`config.mk`:
```
export PLATFORM = sky130hd
export DESIGN_NAME = pipe_skid_reg_flat
export DESIGN_NICKNAME = d
export VERILOG_FILES = /design/src/rtl/pipe_skid_reg_pkg.sv /design/src/rtl/pipe_skid_reg_if.sv /design/src/rtl/pipe_data_reg.sv /design/src/rtl/pipe_skid_reg.sv /design/src/flat_wrapper.sv
export SDC_FILE = /design/constraint.sdc
export NUM_CORES = 1
export LEC_CHECK = 0
export BUFFER_PORTS_ARGS = -buffer_cell sky130_fd_sc_hd__buf_2
export CAP_MARGIN = 10
export CORE_MARGIN = 2
export CORE_UTILIZATION = 30
export DETAILED_ROUTE_END_ITERATION = 16
export PLACE_DENSITY = 0.59
export SLEW_MARGIN = 15
export SYNTH_ARGS = -nofsm -noshare
export SYNTH_HDL_FRONTEND = slang
export SYNTH_SLANG_ARGS = --single-unit
```
`constraint.sdc`:
```
create_clock -name clk -period 3.35 [get_ports clk]
set_input_delay 0.5025 -clock clk [delete_from_list [all_inputs] [get_ports clk]]
set_output_delay 0.5025 -clock clk [all_outputs]
set_load 0.02 [all_outputs]
```
`src/rtl/pipe_skid_reg_pkg.sv`:
```
// Shared definitions for the pipeline stage registers: state encoding and default bubble payload.
// Combinational constants only; no latency and no backpressure of their own.
package pipe_skid_reg_pkg;

  // State value doubles as the occupancy count (entries held).
  typedef enum logic [1:0] {
    ST_EMPTY = 2'd0,
    ST_ONE   = 2'd1,
    ST_FULL  = 2'd2
  } state_t;

  // Replicated to payload width to form the default NOP bubble.
  localparam logic NOP_BIT = 1'b0;

endpackage

```
`src/rtl/pipe_skid_reg_if.sv`:
```
// Valid/ready handshake bundle for a pipeline stage: upstream side (in_*) and downstream side (out_*).
// Wires only; latency and backpressure belong to whichever stage is bound to the slave modport.
interface pipe_skid_reg_if #(
  parameter int W = 32
);
  logic         in_valid;
  logic         in_ready;
  logic [W-1:0] in_data;
  logic         out_valid;
  logic         out_ready;
  logic [W-1:0] out_data;

  // Environment side: feeds the stage and consumes its output.
  modport master (
    output in_valid, in_data, out_ready,
    input  in_ready, out_valid, out_data
  );

  // Stage side.
  modport slave (
    input  in_valid, in_data, out_ready,
    output in_ready, out_valid, out_data
  );
endinterface

```
`src/rtl/pipe_data_reg.sv`:
```
// W-bit payload register with load enable and synchronous clear to NOP; clear wins over load.
// One-cycle latency; no handshake, the owner decides when to load.
module pipe_data_reg #(
  parameter int           W   = 32,
  parameter logic [W-1:0] NOP = '0
) (
  input  logic         clk,
  input  logic         rstn,
  input  logic         en,
  input  logic         clr,
  input  logic [W-1:0] d,
  output logic [W-1:0] q
);

  always_ff @(posedge clk or negedge rstn) begin
    if (!rstn) begin
      q <= NOP;
    end else if (clr) begin
      q <= NOP;
    end else if (en) begin
      q <= d;
    end
  end

endmodule

```
`src/rtl/pipe_skid_reg.sv`:
```
// Pipeline stage register with one-entry skid buffer and flush; payload appears one cycle after acceptance.
// in_ready is a flop (low only when both entries are held), so no combinational ready path crosses the stage.
module pipe_skid_reg
  import pipe_skid_reg_pkg::*;
#(
  parameter int           W   = 32,
  parameter logic [W-1:0] NOP = {W{NOP_BIT}}
) (
  input  logic                 clk,
  input  logic                 rstn,
  input  logic                 flush,
  pipe_skid_reg_if.slave       bus,
  output logic [1:0]           occupancy
);

  state_t       state_q;
  state_t       state_d;
  logic         rdy_q;
  logic         rdy_d;

  logic         up_xfer;
  logic         dn_xfer;

  logic         main_en;
  logic         main_clr;
  logic [W-1:0] main_d;
  logic [W-1:0] main_q;

  logic         skid_en;
  logic         skid_clr;
  logic [W-1:0] skid_q;

  assign up_xfer = bus.in_valid & rdy_q;
  assign dn_xfer = (state_q != ST_EMPTY) & bus.out_ready;

  always_ff @(posedge clk or negedge rstn) begin
    if (!rstn) begin
      state_q <= ST_EMPTY;
      rdy_q   <= 1'b1;
    end else begin
      state_q <= state_d;
      rdy_q   <= rdy_d;
    end
  end

  always_comb begin
    state_d  = state_q;
    main_en  = 1'b0;
    main_clr = 1'b0;
    main_d   = bus.in_data;
    skid_en  = 1'b0;
    skid_clr = 1'b0;

    if (flush) begin
      state_d  = ST_EMPTY;
      main_clr = 1'b1;
      skid_clr = 1'b1;
    end else begin
      case (state_q)
        ST_EMPTY: begin
          if (up_xfer) begin
            state_d = ST_ONE;
            main_en = 1'b1;
          end
        end
        ST_ONE: begin
          if (up_xfer && !dn_xfer) begin
            state_d = ST_FULL;
            skid_en = 1'b1;
          end else if (up_xfer && dn_xfer) begin
            main_en = 1'b1;
          end else if (dn_xfer) begin
            // Going empty: clear main so downstream muxes see a bubble.
            state_d  = ST_EMPTY;
            main_clr = 1'b1;
          end
        end
        ST_FULL: begin
          // in_ready is low here, so only the downstream side can move.
          if (dn_xfer) begin
            state_d  = ST_ONE;
            main_en  = 1'b1;
            main_d   = skid_q;
            skid_clr = 1'b1;
          end
        end
        default: begin
          state_d  = ST_EMPTY;
          main_clr = 1'b1;
          skid_clr = 1'b1;
        end
      endcase
    end

    rdy_d = (state_d != ST_FULL);
  end

  pipe_data_reg #(
    .W   (W),
    .NOP (NOP)
  ) u_main (
    .clk  (clk),
    .rstn (rstn),
    .en   (main_en),
    .clr  (main_clr),
    .d    (main_d),
    .q    (main_q)
  );

  pipe_data_reg #(
    .W   (W),
    .NOP (NOP)
  ) u_skid (
    .clk  (clk),
    .rstn (rstn),
    .en   (skid_en),
    .clr  (skid_clr),
    .d    (bus.in_data),
    .q    (skid_q)
  );

  assign bus.in_ready  = rdy_q;
  assign bus.out_valid = (state_q != ST_EMPTY);
  assign bus.out_data  = main_q;
  assign occupancy     = state_q;

endmodule

```
`src/flat_wrapper.sv`:
```
// flat-port wrapper written by rule: the top's interface ports become plain ports
module pipe_skid_reg_flat import pipe_skid_reg_pkg::*;
#(
  parameter int           W   = 32,
  parameter logic [W-1:0] NOP = {W{NOP_BIT}}
)
  (clk, rstn, flush, occupancy, bus_in_valid, bus_in_data, bus_out_ready, bus_in_ready, bus_out_valid, bus_out_data);
  pipe_skid_reg_if #(.W(W)) bus_i ();
  input  logic clk;
  input  logic rstn;
  input  logic flush;
  output logic [1:0] occupancy;
  input wire logic [$bits(bus_i.in_valid)-1:0] bus_in_valid;
  input wire logic [$bits(bus_i.in_data)-1:0] bus_in_data;
  input wire logic [$bits(bus_i.out_ready)-1:0] bus_out_ready;
  output wire logic [$bits(bus_i.in_ready)-1:0] bus_in_ready;
  output wire logic [$bits(bus_i.out_valid)-1:0] bus_out_valid;
  output wire logic [$bits(bus_i.out_data)-1:0] bus_out_data;
  assign bus_i.in_valid = bus_in_valid;
  assign bus_i.in_data = bus_in_data;
  assign bus_i.out_ready = bus_out_ready;
  assign bus_in_ready = bus_i.in_ready;
  assign bus_out_valid = bus_i.out_valid;
  assign bus_out_data = bus_i.out_data;
  pipe_skid_reg #(.W(W), .NOP(NOP)) u_core (.clk(clk), .rstn(rstn), .flush(flush), .bus(bus_i), .occupancy(occupancy));
endmodule
```
# ---- After elaboration in Yosys (flattened, before gate mapping)
# Cells that the tools add are included.
dict set report word_totals {
  regBits 67
  in_bits 37
  out_inout_bits 36
  elab_cells 47
}
dict set report op_classes {
  eq_ne 3
  mux 29
  n_bitwise 2
  reduce_logical 9
}
# operator n
set ops {}
lappend ops {{32-bit two-way mux} 7}
lappend ops {{1-bit two-way mux} 12}
lappend ops {{2-bit two-way mux} 6}
lappend ops {{2-bit case mux with 3 select lines} 1}
lappend ops {{2-bit nonzero test} 3}
lappend ops {{1-bit case mux with 2 select lines} 2}
lappend ops {{2-bit OR reduction} 2}
lappend ops {{1-bit case mux with 3 select lines} 1}
lappend ops {{1-bit AND} 2}
lappend ops {{2-bit by 1-bit == test with 1-bit output, second input constant} 1}
lappend ops {{2-bit == test, second input constant} 1}
lappend ops {{1-bit logical AND} 2}
lappend ops {{2-bit logical NOT} 1}
lappend ops {{2-bit inequality test, second input constant} 1}
lappend ops {{1-bit logical NOT} 1}

# ---- Longest topological paths before layout
dict set report logic_depth {
  depth_word 9
  depth_mapped 6
  ltp_nobuf 4
}

# ---- Hierarchy
# A second synthesis with hierarchy kept.
dict set report hier_totals {
  hier_cells 266
  area_unflattened_um2 3275.6
}
# module n_inst cells_per_inst area_each_um2 seq_area_each_um2
set by_module_without_submodules {}
lappend by_module_without_submodules {pipe_data_reg 2 103 1323.8 800.8}
lappend by_module_without_submodules {pipe_skid_reg 1 60 628.1 76.3}

# ---- Least setup slack after synthesis
# No wires, ideal clock.
dict set report synth_timing {
  path_kind {input to register}
  startpoint {input port bus_out_ready}
  endpoint {register u_core.u_main.q[0]}
  setup_time_ps 74
  arrival_ps 1567
  t_required_ps 3276
  setup_slack_ps 1709
  stages 6
  n_path_buf 2
  cell_sequence {buf_4 or4b_4 o41ai_4 buf_6 nand2_1 o21ai_2}
}
dict set report synth_between {
  elab_chain_cells 7
  elab_cells_between_ends 19
  cone_classes {14 x mux; 1 x bitwise; 4 x reduce/logical}
}
# item line
set synth_rtl {}
lappend synth_rtl {{from (decl)} flat_wrapper.sv:15} ;# input wire logic [$bits(bus_i.out_ready)-1:0] bus_out_ready;
lappend synth_rtl {{1-bit AND *} pipe_skid_reg.sv:34} ;# assign dn_xfer = (state_q != ST_EMPTY) & bus.out_ready;
lappend synth_rtl {{1-bit two-way mux (tied with other cells)} {pipe_skid_reg.sv:72, pipe_skid_reg.sv:80}}
lappend synth_rtl {{1-bit two-way mux or 1-bit logical AND (tied branches)} {pipe_skid_reg.sv:70, pipe_skid_reg.sv:67}}
lappend synth_rtl {{1-bit two-way mux} pipe_skid_reg.sv:67} ;# if (up_xfer && !dn_xfer) begin
lappend synth_rtl {{1-bit case mux with 2 select lines or 1-bit case mux with 3 select lines (tied branches)} pipe_skid_reg.sv:59} ;# case (state_q)
lappend synth_rtl {{1-bit two-way mux} pipe_skid_reg.sv:54} ;# if (flush) begin
lappend synth_rtl {{32-bit two-way mux or 2-bit nonzero test (tied branches)} -}
lappend synth_rtl {{to (signal assigned)} pipe_data_reg.sv:17} ;# q <= NOP;
lappend synth_rtl {{to (signal assigned)} pipe_data_reg.sv:19} ;# q <= NOP;
lappend synth_rtl {{to (signal assigned)} pipe_data_reg.sv:21} ;# q <= d;
lappend synth_rtl {{to (decl)} pipe_data_reg.sv:12} ;# output logic [W-1:0] q
# Mark *: on every way between the ends. The rest lies on a longest branch, timed or not. The select of a mux whose other input is x is not followed.
# A chain may end at the register's enable or synchronous reset.

# ---- Worst setup path in the final report
dict set report layout_timing {
  startpoint {register u_core.rdy_q (netlist: u_core.bus.in_ready)}
  endpoint {register u_core.u_skid.q[22]}
}
dict set report layout_between {
  elab_chain_cells 6
}
# item line
set layout_rtl {}
lappend layout_rtl {{from (decl)} pipe_skid_reg.sv:18} ;# logic rdy_q;
lappend layout_rtl {{from (signal assigned)} pipe_skid_reg.sv:42} ;# rdy_q <= rdy_d;
lappend layout_rtl {{1-bit AND} pipe_skid_reg.sv:33} ;# assign up_xfer = bus.in_valid & rdy_q;
lappend layout_rtl {{1-bit logical AND} pipe_skid_reg.sv:67}
lappend layout_rtl {{1-bit two-way mux} pipe_skid_reg.sv:67}
lappend layout_rtl {{1-bit two-way mux} pipe_skid_reg.sv:59}
lappend layout_rtl {{1-bit two-way mux} pipe_skid_reg.sv:54}
lappend layout_rtl {{2-bit nonzero test (no line)} -}
lappend layout_rtl {{to (signal assigned)} pipe_data_reg.sv:17}
lappend layout_rtl {{to (signal assigned)} pipe_data_reg.sv:19}
lappend layout_rtl {{to (signal assigned)} pipe_data_reg.sv:21}
lappend layout_rtl {{to (decl)} pipe_data_reg.sv:12}
# No other way between the ends.

==> summary.txt <==
Clocking
  – CTS buffer count: 9
  – TritonCTS clock tree: done
  – Clk pin slew, worst setup/hold paths: about 80 ps
  – Clock Tree Root: clkbuf_8
  – Bufs on Longest Clock Path: 2
  – H-tree depth: 3
  – Post_cts resized: 0
  – Post-CTS Setup Bufs: 0
  – Hold buffer count at CTS: 0
  – Skew-Pair Late Insertion Delay: between 300 and 400 ps
  – CTS sink cnt: 67

STA
  – Setup TNS Final: 0 ps
  – Slew @ Worst Pin: 921.4 ps
  – Final min period: 1984 ps
  – Hold Vio Cnt, Final: 0
  – Max transition margin: between 30 and 40%
  – Min Hold Slack: between 200 and 300 ps
  – Tcrit/Tclk final: 59.22%
  – Max Clock Freq: between 500 and 600 MHz
  – Final setup viols: 0
  – Unrepaired setup endpoints after global routing: false
  – Max Slew Vio Count: 0
  – Final Skew: approximately 10 ps

Route
  – WL/cell: between 15 and 20 um
  – First DRT Iteration DRCs: 77
  – # DRC: 0
  – Top Layer Used: met4
  – Total Routed Length: between 6000 and 7000 um
  – Via-to-Cell Ratio: approximately 4.7
  – M1 WL: between 3000 and 4000 um
  – DRT antenna net count: 0
  – DR pass1 iterations: 4
  – Routed wl met2: approximately 3200 um
  – Routed vias: about 2,100
  – Met3 WL post-DR: around 340 um

Final layout
  – Final net count: roughly 340
  – Layout fillers: a little under 1,000
  – Most frequent cells in the layout: buf_2, dfrtp_1, nand2_1
  – Synth-to-layout area growth: 25.02%
  – Layout cells sized above 1: around 44%
  – Most common cell after layout, fill and taps aside: buf_2
  – Post-layout util: between 30% and 40%
  – Antenna Cells: 0

Synth
  – Mapped Area: around 0.0030 mm^2
  – Synth Net Count: about 270
  – EDFF count, synth: 0
  – Seq/Total Area, Yosys: a little under three fifths
  – Top_reg_cell synth: dfrtp_1
  – Synth Instances: ~240
  – Register bit total from synthesis: 67
  – Synth area leader: dfrtp_1
  – Synth top area cells: dfrtp_1, mux2i_1, a22o_1, o21ai_2, nand2_1
  – Avg Inst Size Synth: roughly 13 um^2
  – Top-area cell type share of the netlist area: a little under three fifths
  – Post-synth ARST share: 100.0%
  – Cell variety after synth: 29
  – Synth warn: 0

Critical path
  – RR Startpoint: u_core.bus.in_ready
  – Setup crit start kind: flop
  – Setup crit start: u_core.bus.in_ready
  – CP endpoint: u_core.u_skid.q[22]
  – Critical Path Sink Type: flop
  – R2r worst-path depth: 5
  – Crit-path cells: and3b_2, nand2_1, nor3_4, buf_4, a22o_1
  – Crit path max fanout: 19
  – CP max stage delay: between 500 and 600 ps
  – Worst endpoint data arrival time: 2250 ps
  – Required time of the critical path: around 3600 ps
  – Worst path bufs/invs: 1
  – R2R setup slack: about 1400 ps
  – Reg-to-reg endpoint: u_core.u_skid.q[22]
  – Worst path top cell family by delay: simple AND/OR/NAND/NOR gates
  – Slowest CP cell: dfstp_2
  – Instance count on the critical path: 5
  – Crit Path Class: flop to flop

Die
  – Row Count: 36
  – Die Area: 0.01073 mm^2
  – Die X: around 100 um
  – Die Height: 103.6 um
  – Initial Util: 30.72%
  – Num ports: between 70 and 80
  – Core Area: ~0.0097 mm^2

Power and ir drop
  – Power per cell area: ~550 mW/mm^2
  – Peak supply drop: 0.2128 mV
  – Pwr Total: a little over 2 mW
  – LEAKAGE: ~1.8 nW

Placed design
  – PortBufs: just over 70
  – DP HPWL: ~4300 um
  – RD Place Congestion: between 0.7 and 0.8

GRT
  – Vias in the first global route: 2,196
  – Grt ovf: 0
  – Initial antenna violation count: 0
  – Total GRT Usage: around 13%
  – First-pass GRT wire length: around 11,000 um
  – Largest net degree at the start of global routing: 36

Status
  – Status: finished, final reports clean

Flow run
  – Max-Cap Viols: 0

Hold path
  – Hold WC Path Type: input pin to async pin
metrics by stage:
step / setup WS, ps / std cells / cell area, um^2
after CTS: 1335 / 443 / 3720
final: 1366 / 443 / 3720
after detailed placement: 1273 / 427 / 3450
after global routing: 1182 / 443 / 3720
after floorplan: 1709 / 235 / 2975
after global placement: 1316 / 427 / 3450
cell families (layout without fill, tap and decap cells):
kind of cell,count (synthesis),after routing,share of synthesized area [%]
AO/OA/AOI/OAI,72,72,21.19
buffers and inverters,19,94,4.373
flip-flops,67,67,56.39
multiplexers,32,32,10.77
AND/OR/NAND/NOR,45,45,7.275
power breakdown:
group	leakage [nW]	switching (mW)	internal [mW]
logic	0.719	0.167	0.0914
clock network	0.135	0.332	0.578
registers	0.907	0.0263	0.852
Yosys cell counts (2+ instances only):
cell,instances
dfrtp_1,66
o21ai_0,2
nand2_1,33
mux2i_1,32
a22o_1,32
o21bai_1,2
buf_6,3
nand2_2,2
a21oi_1,2
o21ai_2,30
buf_2,7
buf_4,7
worst min path at each step:
stage	to	slack, ps	cells past startpoint
2_1_floorplan	u_core.occupancy[0]	210	0
3_3_place_gp	u_core.u_main.q[7]	460	2
6_report	u_core.u_main.q[28]	250	1
3_5_place_dp	u_core.u_main.q[8]	460	2
5_1_grt	u_core.u_main.q[0]	320	1
4_1_cts	u_core.u_main.q[28]	270	1
layout make-up:
cell class / instances / area, um^2 / share of cell area (%)
multi-input combinational: 149 / 1191 / 32.02
sequential: 67 / 1678 / 45.11
tap: 133 / 166.4 / 4.474
clock inverter: 7 / 146.4 / 3.935
timing repair buffer: 77 / 410.4 / 11.03
inverter: 1 / 3.754 / 0.1009
clock buffer: 9 / 123.9 / 3.330
flip-flops by register name (all words and copies together), names as in the netlist:
signal	cells
u_core.occupancy	2
u_core.u_skid.q	32
u_core.u_main.q	32
u_core.bus.in_ready	1
per-layer routing:
layer	GRT usage, %	vias up
met3	3.084	7
met1	17.79	1031
met5	0	-
met4	4.826	0
li1	-	988
met2	21.76	64
(Power assumes the default switching activity.)
